==> config.mk <==
export PLATFORM = sky130hd
export DESIGN_NAME = button_conditioner
export DESIGN_NICKNAME = d
export VERILOG_FILES = /design/src/rtl/button_conditioner.sv
export SDC_FILE = /design/constraint.sdc
export NUM_CORES = 1
export LEC_CHECK = 0
export CORE_UTILIZATION = 60
export CTS_CLUSTER_SIZE = 24
export DETAILED_ROUTE_END_ITERATION = 6
export HOLD_SLACK_MARGIN = 0.12
export PLACE_DENSITY = 0.8
export SYNTH_ARGS = -nofsm -noshare
export SYNTH_HDL_FRONTEND = slang
export SYNTH_SLANG_ARGS = --single-unit
==> constraint.sdc <==
create_clock -name clk -period 2.2 [get_ports clk]
set_input_delay 0.33 -clock clk [delete_from_list [all_inputs] [get_ports clk]]
set_output_delay 0.33 -clock clk [all_outputs]
set_load 0.005 [all_outputs]
==> src/rtl/button_conditioner.sv <==
// Synchronises, debounces and edge-detects active-low push buttons into clean active-high levels and pulses.
// Optional auto-repeat of press_pulse while held is compiled in with `define BUTTON_REPEAT_EN.
module button_conditioner #(
  parameter int N_BUTTONS       = 3,
  parameter int DEBOUNCE_CYCLES = 16,
  parameter int CNT_W           = 16,
  parameter int REPEAT_DELAY    = 500,
  parameter int REPEAT_PERIOD   = 100
) (
  input  logic                 clk,
  input  logic                 reset,
  input  logic [N_BUTTONS-1:0] buttons_raw,
  output logic [N_BUTTONS-1:0] pressed,
  output logic [N_BUTTONS-1:0] press_pulse,
  output logic [N_BUTTONS-1:0] release_pulse,
  output logic                 any_pressed
);

  localparam logic [CNT_W-1:0] CNT_LAST = CNT_W'(DEBOUNCE_CYCLES - 1);

  if (DEBOUNCE_CYCLES < 1 || DEBOUNCE_CYCLES > 65535 ||
      (CNT_W < 32 && (1 << CNT_W) <= DEBOUNCE_CYCLES) ||
      REPEAT_DELAY < 1 || REPEAT_PERIOD < 1) begin : g_bad_cfg
    $error("button_conditioner: illegal parameter combination");
  end

  logic [N_BUTTONS-1:0] sync1;
  logic [N_BUTTONS-1:0] sync2;
  logic [N_BUTTONS-1:0] stable_q;
  logic [N_BUTTONS-1:0] stable_d;
  logic [N_BUTTONS-1:0] rise;
  logic [N_BUTTONS-1:0] fall;
  logic [N_BUTTONS-1:0] press_next;
  logic [CNT_W-1:0]     cnt_q [N_BUTTONS];
  logic [CNT_W-1:0]     cnt_d [N_BUTTONS];

  // A sample that matches stable restarts the count, so only an unbroken run can flip the level.
  always_comb begin
    stable_d = stable_q;
    for (int i = 0; i < N_BUTTONS; i++) begin
      cnt_d[i] = '0;
      if (sync2[i] != stable_q[i]) begin
        if (cnt_q[i] == CNT_LAST) begin
          stable_d[i] = ~stable_q[i];
        end else begin
          cnt_d[i] = cnt_q[i] + CNT_W'(1);
        end
      end
    end
  end

  assign rise = stable_d & ~stable_q;
  assign fall = ~stable_d & stable_q;

`ifdef BUTTON_REPEAT_EN
  localparam int REP_MAX = (REPEAT_DELAY > REPEAT_PERIOD) ? REPEAT_DELAY : REPEAT_PERIOD;
  localparam int TMR_W   = $clog2(REP_MAX) + 1;

  logic [TMR_W-1:0]     tmr_q [N_BUTTONS];
  logic [TMR_W-1:0]     tmr_d [N_BUTTONS];
  logic [N_BUTTONS-1:0] rep;

  // Down-counter per channel; terminal count fires a repeat and reloads with the period.
  always_comb begin
    for (int i = 0; i < N_BUTTONS; i++) begin
      tmr_d[i] = '0;
      rep[i]   = 1'b0;
      if (rise[i]) begin
        tmr_d[i] = TMR_W'(REPEAT_DELAY - 1);
      end else if (stable_q[i] && stable_d[i]) begin
        if (tmr_q[i] == '0) begin
          rep[i]   = 1'b1;
          tmr_d[i] = TMR_W'(REPEAT_PERIOD - 1);
        end else begin
          tmr_d[i] = tmr_q[i] - TMR_W'(1);
        end
      end
    end
  end

  always_ff @(posedge clk) begin
    if (reset) begin
      tmr_q <= '{default: '0};
    end else begin
      tmr_q <= tmr_d;
    end
  end

  assign press_next = rise | rep;
`else
  assign press_next = rise;
`endif

  always_ff @(posedge clk) begin
    if (reset) begin
      sync1         <= '0;
      sync2         <= '0;
      stable_q      <= '0;
      cnt_q         <= '{default: '0};
      press_pulse   <= '0;
      release_pulse <= '0;
      any_pressed   <= 1'b0;
    end else begin
      sync1         <= ~buttons_raw;
      sync2         <= sync1;
      stable_q      <= stable_d;
      cnt_q         <= cnt_d;
      press_pulse   <= press_next;
      release_pulse <= fall;
      any_pressed   <= |stable_q;
    end
  end

  assign pressed = stable_q;

endmodule
# == After elaboration in Yosys (flattened, before gate mapping) ==
# Cells that the tools add are included.
# totals
ff_bits,64
out_inout_bits,10
# op_classes
add_sub_neg,3
reduce_logical,4
n_mux,6
bitwise_logic,11
eq_ne,6
# ops
op,n
$add A16 B1 Y16 const B,3
$eq A16 B4 Y1 const B,3
$reduce_or A3 Y1,4
$not A3 Y3,3
$and A3 B3 Y3,2
$mux W1,6
$not A1 Y1,6
$ne A1 B1 Y1,3

# == Longest topological paths before layout ==
# Gate-level depths: netlist (run 1).
# logic_depth
depth_word,5
mapped_depth,6
mapped_depth_nobuf,5

# == Worst setup path before layout (run 1) ==
# No wires, ideal clock.
# synth_timing
path_type,register to register
start,reg cnt_q[16] (netlist bit)
end,reg cnt_q[25] (netlist bit)
slack_ps,746
arrival_time_ps,1340
setup_ps,115
stages_incl_launch_ff,7
period_less_slack_ps,1454
path_cell_list,dfxtp_1 > ha_1 > nand3_2 > nand4b_1 > nand2_2 > buf_4 > nor2_1
# synth_between
elab_chain_len,2
elab_cells_between_ends,3
classes_between,1 x add/sub; 1 x eq/ne; 1 x reduce/logical
# synth_rtl
item,line,rtl
"start, declared",34,logic [CNT_W-1:0] cnt_q [N_BUTTONS];
"start signal, assigned",107,cnt_q <= cnt_d;
branches (longest 2 deep; another with $add A16 B1 Y16),n/a,
# Parallel ways; which one is timed is not known.
# A chain may end at the register's enable or synchronous reset.

# == Worst setup path in the final report (run 1) ==
# layout_timing
start,reg cnt_q[32] (netlist bit)
end,reg cnt_q[35] (netlist bit)
# Same word-level chain as after synthesis.

==> flow_results.org, run 1 <==
** Yosys
- In the synthesized netlist, the number of instances is 280.
- During synthesis, Yosys emitted a total of 0 warnings.
- Synth Area per Inst :: 9.43 sq um
- Net count after synthesis :: 288
- Seq cells post-synth :: 64
- The share of the Yosys chip area taken by registers is 48.5%.
- The synthesized netlist occupies a cell area of 0.00264 sq mm.
- Number of distinct standard cells referenced by the synthesized netlist :: 26

** STA
- Rel. slew slack :: 66.2%
- Summed negative setup slack over all endpoints :: 0 ps
- Number of hold violations in the final report :: 0
- Least-Margin Pin Slew :: a little over 500 ps
- Number of setup violations in the final report :: 0
- After layout, the worst path uses around 79% of the clock period.
- Clock skew on the completed layout was measured at 6.98 ps.
- Count of pins over their slew limit :: 0
- RSZ-0062 raised after global routing :: false
- Fmax achieved :: 0.575 GHz
- Worst setup slack after layout :: around 460 ps
- Hold timing on the final database bottoms out at a slack of 440 ps.
- The clock period could shrink to about 1700 ps.

** Critical path
- Kind of capture point of the worst setup path :: flop
- Data on the critical path is required at its endpoint by 2410 ps.
- STA classifies the critical path startpoint as a flop.
- Critical Setup Path Class :: reg2reg
- Critical path data arrival time :: 1940 ps
- Along the worst path, the maximum fanout reaches 15.

** Global routing
- Across every metal layer, demand over resource in global routing totals a little under a quarter.
- Wire length of the first global-routing pass :: 7.83 mm
- Entering global routing, the biggest net connects 16 pins.
- The number of global-route vias before repair was 1819.
- GR Overflow Total :: 0
- The initial antenna violation count came to 0.

** Detailed routing
- After detailed routing, the total wire length is 4.54 mm.
- In this run the remaining antenna-violating nets after routing total 0.
- After detailed routing, the average wire length per cell comes to 12.8 um.
- DRC :: 0
- In this run, the number of DRC markers left after iteration 0 of detailed routing was 105.
- The first detailed-routing pass ran for 4 iterations.
- Vias per std cell :: roughly 5.5
- Via Count :: 1952

** Power and ir drop
- Post-layout total power :: 2.14 mW
- Summed over all cells, the static leakage comes to 0.930 nW.
- The worst-case IR drop observed on VDD is approximately 0.0006 V.
- Power per cell area :: around 710 mW/mm^2

** Floorplanning
- Std-Cell Rows :: 23
- Initial cell density of the core :: about 64%
- Number of primary I/O pins :: 15
- DIE HEIGHT :: 68.4 um
- Horizontal extent of the die :: 68.4 um
- The floorplan step defined a die boundary enclosing 0.00467 sq mm.
- Core outline area :: 0.00412 sq mm

** Layout
- Counting the fill cells in the layout gives 326.
- Antenna diode count :: 0
- In the layout the commonest cells are dfxtp_1, nor2_1, xnor2_1.
- Number of nets in the finished design :: just over 300
- Signed area change from the synthesized netlist to the final layout :: 14.1%
- The finished layout holds 356 standard cells, fillers aside.
- Layout cells sized above 1 :: 9.80%
- Leading cell type in the layout, fill and taps excluded :: dfxtp_1
- Summing all flip-flop and latch instances after layout gives 0.00128 sq mm.
- The multi-input combinational cells in the finished layout cover a total of 0.00130 sq mm.
- Measured on the finished design, the core utilization comes to 73.2%.
- Final Instance Area :: 0.00301 sq mm

** Placed design
- Total half-perimeter wirelength after legalization and detailed placement :: 3.05 mm
- Final Wtd Congestion :: 0.767
- Instance count after placement with tap cells included :: 340
- Timing analysis after detailed placement gives a worst setup slack of 441 ps.
- In this run the tool buffered the top-level ports with 14 buffer cells.
- Cell area after placement :: 0.00282 sq mm

** Clock tree
- Skew-Pair Late Insertion Delay :: roughly 340 ps
- In this run the post-CTS setup repair buffer count came out at 0.
- Number of buffers added by the clock tree synthesis step :: 9
- Clock-pin slew was measured on the worst setup and hold paths at 70 ps.
- In this run the clock root is driven by a clkbuf_8.
- Number of levels in the clock H-tree :: 3
- Cells resized by post-CTS repair :: 0
- Counting every sink on the clock net gives 64.
- Clock tree from TritonCTS :: yes
- Maximum number of buffers from clock root to sink :: 2
- Cts-stage hold buffer count :: 0

** Run
- Number of maximum-capacitance constraint violations :: 0

** Worst hold path
- Min-Delay Path Class :: reg2reg

** Status
- The flow ran to the end, and the final reports show no timing, DRC or antenna violations.
[layout make-up]
type / instances / share of cell area, %
Clock buffer: 12 / 5.48
Clock inverter: 4 / 0.913
Inverter: 7 / 0.872
Multi-Input combinational cell: 204 / 43.3
Sequential cell: 64 / 42.5
Tap cell: 50 / 2.08
Timing Repair Buffer: 15 / 4.90
[registers in the layout, indices dropped and copies added, names as in the netlist]
register / cells
any_pressed: 1
sync2: 3
sync1: 3
press_pulse: 3
cnt_q: 48
release_pulse: 3
pressed: 3
[where the power goes]
part           internal (mW)  total [mW]  switching (mW)
Combinational         0.0128      0.0286          0.0157
Clock                  0.498       0.937           0.439
Sequential              1.17        1.17         0.00476
Total                   1.68        2.14           0.460
[cells in the mapped netlist (all sizes together)]
library cell  count  share of area, %
xor2              6               2.0
clkbuf            1              0.14
nor2b             3              0.71
and3              5               1.2
xnor2            38                13
nor2             58               8.2
nand3            14               3.0
nand4            12               4.2
a21oi             1              0.19
and2              1              0.24
nor4b             6               2.0
nor3             15               2.8
dfxtp            64                49
inv               7              0.99
nor4             22               6.9
nand2            16               2.4
nand4b            1              0.33
buf               4              0.99
mux2i             3               1.1
ha                3               1.4
[final timing paths]
path	to	cells after the start	slack, ps	start
setup / recovery	cnt_q[35]	5	460	cnt_q[32]
hold / removal	sync2[2]	1	440	sync1[2]
setup reg to reg	cnt_q[35]	5	460	cnt_q[32]
hold reg to reg	sync2[2]	1	440	sync1[2]
[cell families after synthesis]
family          Yosys count  synth area share [%]
compound gates            1                 0.189
xor+xnor                 44                  14.6
fa+ha+maj                 3                  1.42
buf+inv                  12                  2.13
flops                    64                  48.5
mux                       3                  1.14
simple gates            153                  32.0
[routing by layer]
layer  vias to the layer above  share of wire [%]  global-route usage [%]
li1                       1015                  -                       -
met1                       906                 49                    27.9
met2                        24                 46                    36.8
met3                         7                3.7                    9.50
met4                         0                1.6                    9.38
met5                         -                  0                       0
[critical path: stages, from the launching register on]
cell	delay, ps
dfxtp_1	380
ha_1	210
and3_1	210
nand4_1	220
nand2_1	470
nor2_1	110
No activity file was read; power rests on OpenSTA's default activity.
==> run 2: changes to the inputs <==
Settings changed: CORE_UTILIZATION 60 to 53, PLACE_DENSITY 0.8 to 0.75.
Clock period 2.2 ns to 1.4 ns, I/O delays scaled along.
==> flow_results.org, run 2 (synthesized netlist as in run 1, its figures left out) <==
** STA
- Worst hold margin :: 387 ps (-53.2 ps)
- The headroom to the max-slew limit came to 73.7% (+7.5 points).
- The maximum clock skew at final layout is 11.1 ps (+4.16 ps).
- The final clock period utilization by the worst path was 108% (+29 points).
- Worst setup slack after layout :: -114 ps (-576 ps)
- Least-Margin Pin Slew :: 391 ps (-115 ps)
- Clock period minus worst slack :: 1510 ps (-224 ps)
- Summed negative setup slack over all endpoints :: -777 ps (-777 ps)
- The number of endpoints failing setup at the final stage came to 23 (+23).
- Setup repair after global routing could not meet its margin everywhere.
- Fmax achieved :: 0.661 GHz (+15%)
- The count of final hold-check violations came to 0 (unchanged).
- Count of pins over their slew limit :: 0 (unchanged)

** Clock tree
- The H-tree depth was 3 (unchanged).
- The insertion delay to the later sink of the worst-skew pair is 350 ps (about the same).
- The number of buffers created by CTS came to 9 (unchanged).
- Clock root buffer :: clkbuf_8
- Clock tree from TritonCTS :: yes
- The maximum buffer depth of the clock tree came to 2 (unchanged).
- Clock sinks :: 64 (unchanged)
- Reg clk slew, reported paths :: 80 ps (about the same)

** Floorplanning
- The number of I/O pins is 15 (unchanged).
- Horizontal extent of the die :: 72.6 um (+6.2%)
- DIE HEIGHT :: 72.6 um (+6.2%)
- Core outline area :: 0.00475 sq mm (+16%)
- The initial standard-cell utilization of the core was 55.6% (-8.6 points).
- Std-Cell Rows :: 25 (+8.7%)
- Die Area :: 0.00527 sq mm (+13%)

** Status
- Run status :: finished with violations
- The checks that failed: setup timing.

** Power and ir drop
- Psw :: 0.826 mW (+80%)
- Logic pwr share :: 2.0% (+0.7 points)
- Sw frac :: 23.6% (+2.1 points)
- Fraction of power consumed by the clock network :: 45.6% (+1.7 points)
- Post-layout total power :: 3.50 mW (+64%)
- The static power due to leakage came to 1.49 nW (+61%).
- Worst vdd rail ir drop :: 0.000724 V (+21%)
- Internal cell power :: 2.68 mW (+60%)
- The sequential fraction of design power came to 52.3% (-2.5 points).
- The power per standard cell area is 898 mW/mm^2 (+27%).

** Detailed routing
- The count of vias placed by the detailed router is 2434 (+25%).
- The number of search-and-repair iterations in the first detailed-routing pass is 4 (unchanged).
- Vias per std cell :: 5.53 (+0.89%)
- Number of nets still failing antenna checks after routing :: 0 (unchanged)
- The final wirelength is 7.45 mm (+64%).
- Detailed Route Iter0 Violations :: 140 (+33%)
- The remaining design rule violation count was 0 (unchanged).
- Routed wire length per instance :: 16.9 um (+33%)

** Layout
- Most flops, register :: cnt_q
- Largest register FFs :: 48 (unchanged)
- Signed area change from the synthesized netlist to the final layout :: 47.7%
- Top library cells by usage in the layout, fill and taps aside :: buf_4, nor2_1, dfxtp_1, xnor2_1, dfxtp_2
- Antenna diode count :: 0 (unchanged)
- Leading cell type in the layout, fill and taps excluded :: buf_4
- The fraction of layout instances using a drive strength above 1 was 40.2% (+30 points).
- Final Instance Area :: 0.00390 sq mm (+29%)
- The final net count came to 376 (+22%).

** Placed design
- The placed cell area came to 0.00330 sq mm (+17%).
- Count of input and output buffers :: 14 (unchanged)
- The pre-CTS worst setup slack is -90.2 ps (-531 ps).
- Total half-perimeter wirelength after legalization and detailed placement :: 3.78 mm (+24%)
- The placer's final routability congestion estimate is 0.794 (+3.4%).

** Worst hold path
- Min-Delay Path Class :: in2reg

** Critical path
- STA classifies the critical path endpoint as a flop.
- The largest individual stage delay along the critical path comes from the cell nor4_1.
- Worst path max stage delay :: 400 ps (-70 ps)
- The signal on the critical path passes through nor4_1 -> nand4_1 -> buf_6 -> mux2i_1 -> nor2_1.
- Highest net fanout along the worst path :: 4 (-11)
- The critical path is of the reg2reg type.
- Critical path required time :: 1640 ps (-770 ps)
- Critical path data arrival time :: 1760 ps (-180 ps)
- The worst setup path is launched from a flop.

** Global routing
- The sum of overflow across all layers after global routing came to 0 (unchanged).
- The global router's overall resource usage was 25.0% (+1.7 points).
- Vias in the first global route :: 2208 (+21%)
- The first-pass GRT wire length was 9.93 mm (+27%).
- Number of antenna violations at the first check in global routing :: 0 (unchanged)
- The maximum number of pins on one net before global-route repair is 15 (-1).

** Run
- The max-capacitance violation count was 0 (unchanged).
-- run 2: cell types whose count changed in the layout (fill, tap and decap cells not counted), moves of 6 or more --
| cell | change |
|---|---|
| nor4_2 | +8 |
| buf_4 | +61 |
| nor4_1 | -13 |
| buf_6 | +6 |
| dfxtp_1 | -22 |
| nor4b_1 | -6 |
| clkdlybuf4s50_1 | -7 |
| dfxtp_2 | +18 |
-- run 2: worst max-delay path: cells and delay by family (launching register included) --
| kind | cells | cell delay [ps] |
|---|---|---|
| flip-flops | 1 | 330 |
| AND/OR/NAND/NOR | 3 | 710 |
| multiplexers | 1 | 170 |
| buffers and inverters | 1 | 190 |
-- run 2: what timing repair did --
item	4_1_cts	5_1_grt
pin swaps	2	9
gates resized for setup	28	51
endpoints found under the setup margin	20	44
hold buffers	0	0
setup buffers	5	3
-- run 2: through the flow --
step	instances	util (%)
2_1_floorplan	280	-
3_3_place_gp	416	69.4
3_5_place_dp	416	69.4
4_1_cts	437	77.0
5_1_grt	440	82.1
6_report	440	82.1
-- run 2: final cells by class --
| type | instances | area [sq um] |
|---|---|---|
| clock buffer | 9 | 124 |
| clock inverter | 7 | 72.6 |
| fill | 260 | 852 |
| inverter | 7 | 26.3 |
| multi-input combinational | 204 | 1590 |
| sequential | 64 | 1320 |
| tap | 67 | 83.8 |
| timing repair buffer | 82 | 683 |
-- run 2: worst paths after layout --
check,to,from,slack [ps],cells after the start
worst max register to register,pressed[0],cnt_q[45],-110,5
worst min-delay path,sync1[1],buttons_raw[1],390,2
worst min register to register,sync2[2],sync1[2],470,1
worst max-delay path,pressed[0],cnt_q[45],-110,5
-- run 2: routing by layer --
metal	part of all wire, %	track usage (%)	up-vias	routed length [um]
li1	-	-	1147	-
met1	40	30.3	1192	3000
met2	54	42.2	76	4000
met3	3.6	4.28	19	268
met4	2.4	13.7	0	176
met5	0	0	-	0
-- run 2: power groups by stage --
stage | Combinational [mW] | Sequential (mW) | Clock, mW
2_1_floorplan | 0.0293 | 1.88 | 0
3_3_place_gp | 0.0591 | 1.88 | 0
3_5_place_dp | 0.0608 | 1.88 | 0
4_1_cts | 0.0633 | 1.83 | 1.59
5_1_grt | 0.0760 | 1.83 | 1.68
6_report | 0.0716 | 1.83 | 1.60
==> run 3: changes to the inputs <==
Settings changed: CORE_UTILIZATION 53 to 55, CTS_BUF_LIST set to sky130_fd_sc_hd__clkbuf_8, PLACE_DENSITY 0.75 to 0.77.
==> flow_results.org, run 3 (synthesized netlist as in run 1, its figures left out) <==
** Critical path
- Critical path data arrival time :: 1770 ps (about the same)
- Critical Setup Path Class :: reg2reg
- STA classifies the critical path startpoint as a flop.
- Worst path max stage delay :: 380 ps (-20 ps)
- The top fanout value on the critical path is 4 (unchanged).
- The total buffers and inverters traversed by the critical path is 1 (unchanged).
- Critical path required time :: 1650 ps (about the same)
- Critical path, cell by cell :: ha_4 -> and3_4 -> nand4_1 -> buf_6 -> mux2i_2 -> nor2_1
- Largest delay contributor family on the critical path :: simple AND/OR/NAND/NOR gates
- The worst setup path is captured at a flop.
- Master of the slowest instance on the critical path :: dfxtp_2

** Clock tree
- Maximum number of buffers from clock root to sink :: 2 (unchanged)
- Number of levels in the clock H-tree :: 3 (unchanged)
- The number of buffers created by CTS is 9 (unchanged).
- Clock sinks :: 64 (unchanged)
- Clock tree from TritonCTS :: yes
- Reg clk slew, reported paths :: 80 ps (about the same)
- The cell sitting at the root of the clock tree is a clkbuf_8.
- Cts-stage hold buffer count :: 0 (unchanged)
- The insertion delay to the later sink of the worst-skew pair was 360 ps (about the same).

** Global routing
- The initial antenna violation count came to 0 (unchanged).
- The first-pass GRT wire length is 11.2 mm (+12%).
- The maximum number of pins on one net before global-route repair was 16 (+1).
- GR Overflow Total :: 0 (unchanged)
- The global router's overall resource usage is 28.9% (+4.0 points).
- Vias in the first global route :: 2381 (+7.8%)

** Power and ir drop
- Sw frac :: 24.9% (+1.3 points)
- Fraction of power consumed by the clock network :: 46.7% (+1.1 points)
- The proportion of power drawn by combinational gates was 2.1% (about the same).
- Leakage power figure :: 1.57 nW (+4.9%)
- The net switching power of the design was 0.893 mW (+8.1%).
- Internal cell power :: 2.69 mW (+0.55%)
- The sequential fraction of design power is 51.1% (-1.2 points).
- Worst vdd rail ir drop :: 0.000948 V (+31%)
- The power per standard cell area was 902 mW/mm^2 (+0.49%).

** STA
- The actual slew at the worst max-slew pin came to 485 ps (+94.4 ps).
- The minimum clock period came to 1520 ps (+3.80 ps).
- The hold slack is 392 ps (+4.68 ps).
- Worst setup slack after layout :: -118 ps (-3.80 ps)
- The final clock period utilization by the worst path was 108% (+0.27 points).
- The upper clock frequency limit came to 0.659 GHz (-0.25%).
- Rel. slew slack :: 67.4% (-6.3 points)
- The maximum clock skew at final layout is 11.0 ps (-0.0927 ps).
- RSZ-0062 raised after global routing :: true
- The number of endpoints failing setup at the final stage came to 38 (+65%).
- Number of hold violations in the final report :: 0 (unchanged)
- Count of pins over their slew limit :: 0 (unchanged)

** Detailed routing
- The remaining design rule violation count was 0 (unchanged).
- The final wirelength is 9.23 mm (+24%).
- Routed wire length per instance :: 21.9 um (+30%)
- Detailed Route Iter0 Violations :: 187 (+34%)
- The post-detailed-route count of antenna-violating nets was 0 (unchanged).
- Vias per std cell :: 6.25 (+13%)
- The count of vias placed by the detailed router came to 2633 (+8.2%).
- Length of the first detailed-routing pass in iterations :: 5 (+1)

** Floorplanning
- The die width was 71.3 um (-1.8%).
- The floorplan row count was 24 (-4.0%).
- Number of primary I/O pins :: 15 (unchanged)
- The initial standard-cell utilization of the core was 59.0% (+3.5 points).
- DIE HEIGHT :: 71.3 um (-1.8%)
- The area of the die came to 0.00508 sq mm (-3.5%).
- Core outline area :: 0.00447 sq mm (-5.9%)

** Layout
- Signed area change from the synthesized netlist to the final layout :: 50.4%
- The flip-flop count of the largest register after layout was 48 (unchanged).
- Most flops, register :: cnt_q
- Leaving out fill and tap cells, the most frequent cell in the layout is buf_4.
- Final core occ :: 88.8% (+6.7 points)
- The count of antenna diodes in the layout was 0 (unchanged).
- Number of nets in the finished design :: 372 (-1.1%)
- Leaving out fill and tap cells, the most frequent cells in the layout are buf_4, nor2_1, dfxtp_1, xnor2_1, dfxtp_2.
- The fraction of layout instances using a drive strength above 1 was 42.0% (+1.8 points).

** Placed design
- The placer's final routability congestion estimate came to 0.762 (-4.0%).
- Total half-perimeter wirelength after legalization and detailed placement :: 3.90 mm (+3.3%)
- The total of buffers placed on input and output ports came to 14 (unchanged).

** Status
- The run finished, with violations left.
- Violations in the final reports :: setup timing

** Worst hold path
- Min-Delay Path Class :: in2reg

** Run
- The max-capacitance violation count came to 0 (unchanged).
run 3: routing by layer:
layer  global-route usage, %  wire length [um]  vias to the layer above
met2                    53.0              4700                      157
met4                    11.3               665                        0
met5                       0                 0                        -
li1                        -                 -                     1140
met1                    30.9              3270                     1268
met3                    9.14               595                       68
run 3: layout make-up:
cell class | count | area (sq um)
clock buffer | 9 | 124
clock inverter | 7 | 78.8
fill | 161 | 500
inverter | 7 | 26.3
multi-input combinational | 205 | 1700
sequential | 64 | 1320
tap | 52 | 65.1
timing repair buffer | 77 | 657
run 3: metrics by stage:
step                total power [mW]  TNS, ps  setup WS [ps]  instance area (sq um)  cells
floorplan                       1.91        0           14.0                   2660    280
global placement                1.94    -68.6          -68.6                   3260    397
detailed placement              1.94     -473           -124                   3260    397
CTS                             3.54        0           2.05                   3640    414
global route                    3.67    -3510           -167                   3970    421
finish                          3.58    -1240           -118                   3970    421
run 3: power by group through the flow:
stage                     Clock, mW  Combinational [mW]  Sequential [mW]
final                          1.68              0.0760             1.83
after global routing           1.76              0.0797             1.83
after CTS                      1.64              0.0639             1.83
after detailed placement          0              0.0592             1.88
after global placement            0              0.0574             1.88
after floorplan                   0              0.0293             1.88
run 3: timing repair:
| item | in CTS | in global routing |
|---|---|---|
| pin swaps | 4 | 23 |
| buffers inserted | 1 | 6 |
| gates resized for setup | 37 | 61 |
| hold endpoints to repair | 0 | 0 |
| cloned | 0 | 1 |
| setup endpoints to repair | 23 | 51 |
run 3: worst paths after layout:
kind             startpoint          to  slack (ps)  depth (start not counted)
max               cnt_q[32]  pressed[0]        -120                          6
min          buttons_raw[1]    sync1[1]         390                          2
max reg2reg       cnt_q[32]  pressed[0]        -120                          6
min reg2reg        sync1[1]    sync2[1]         460                          1
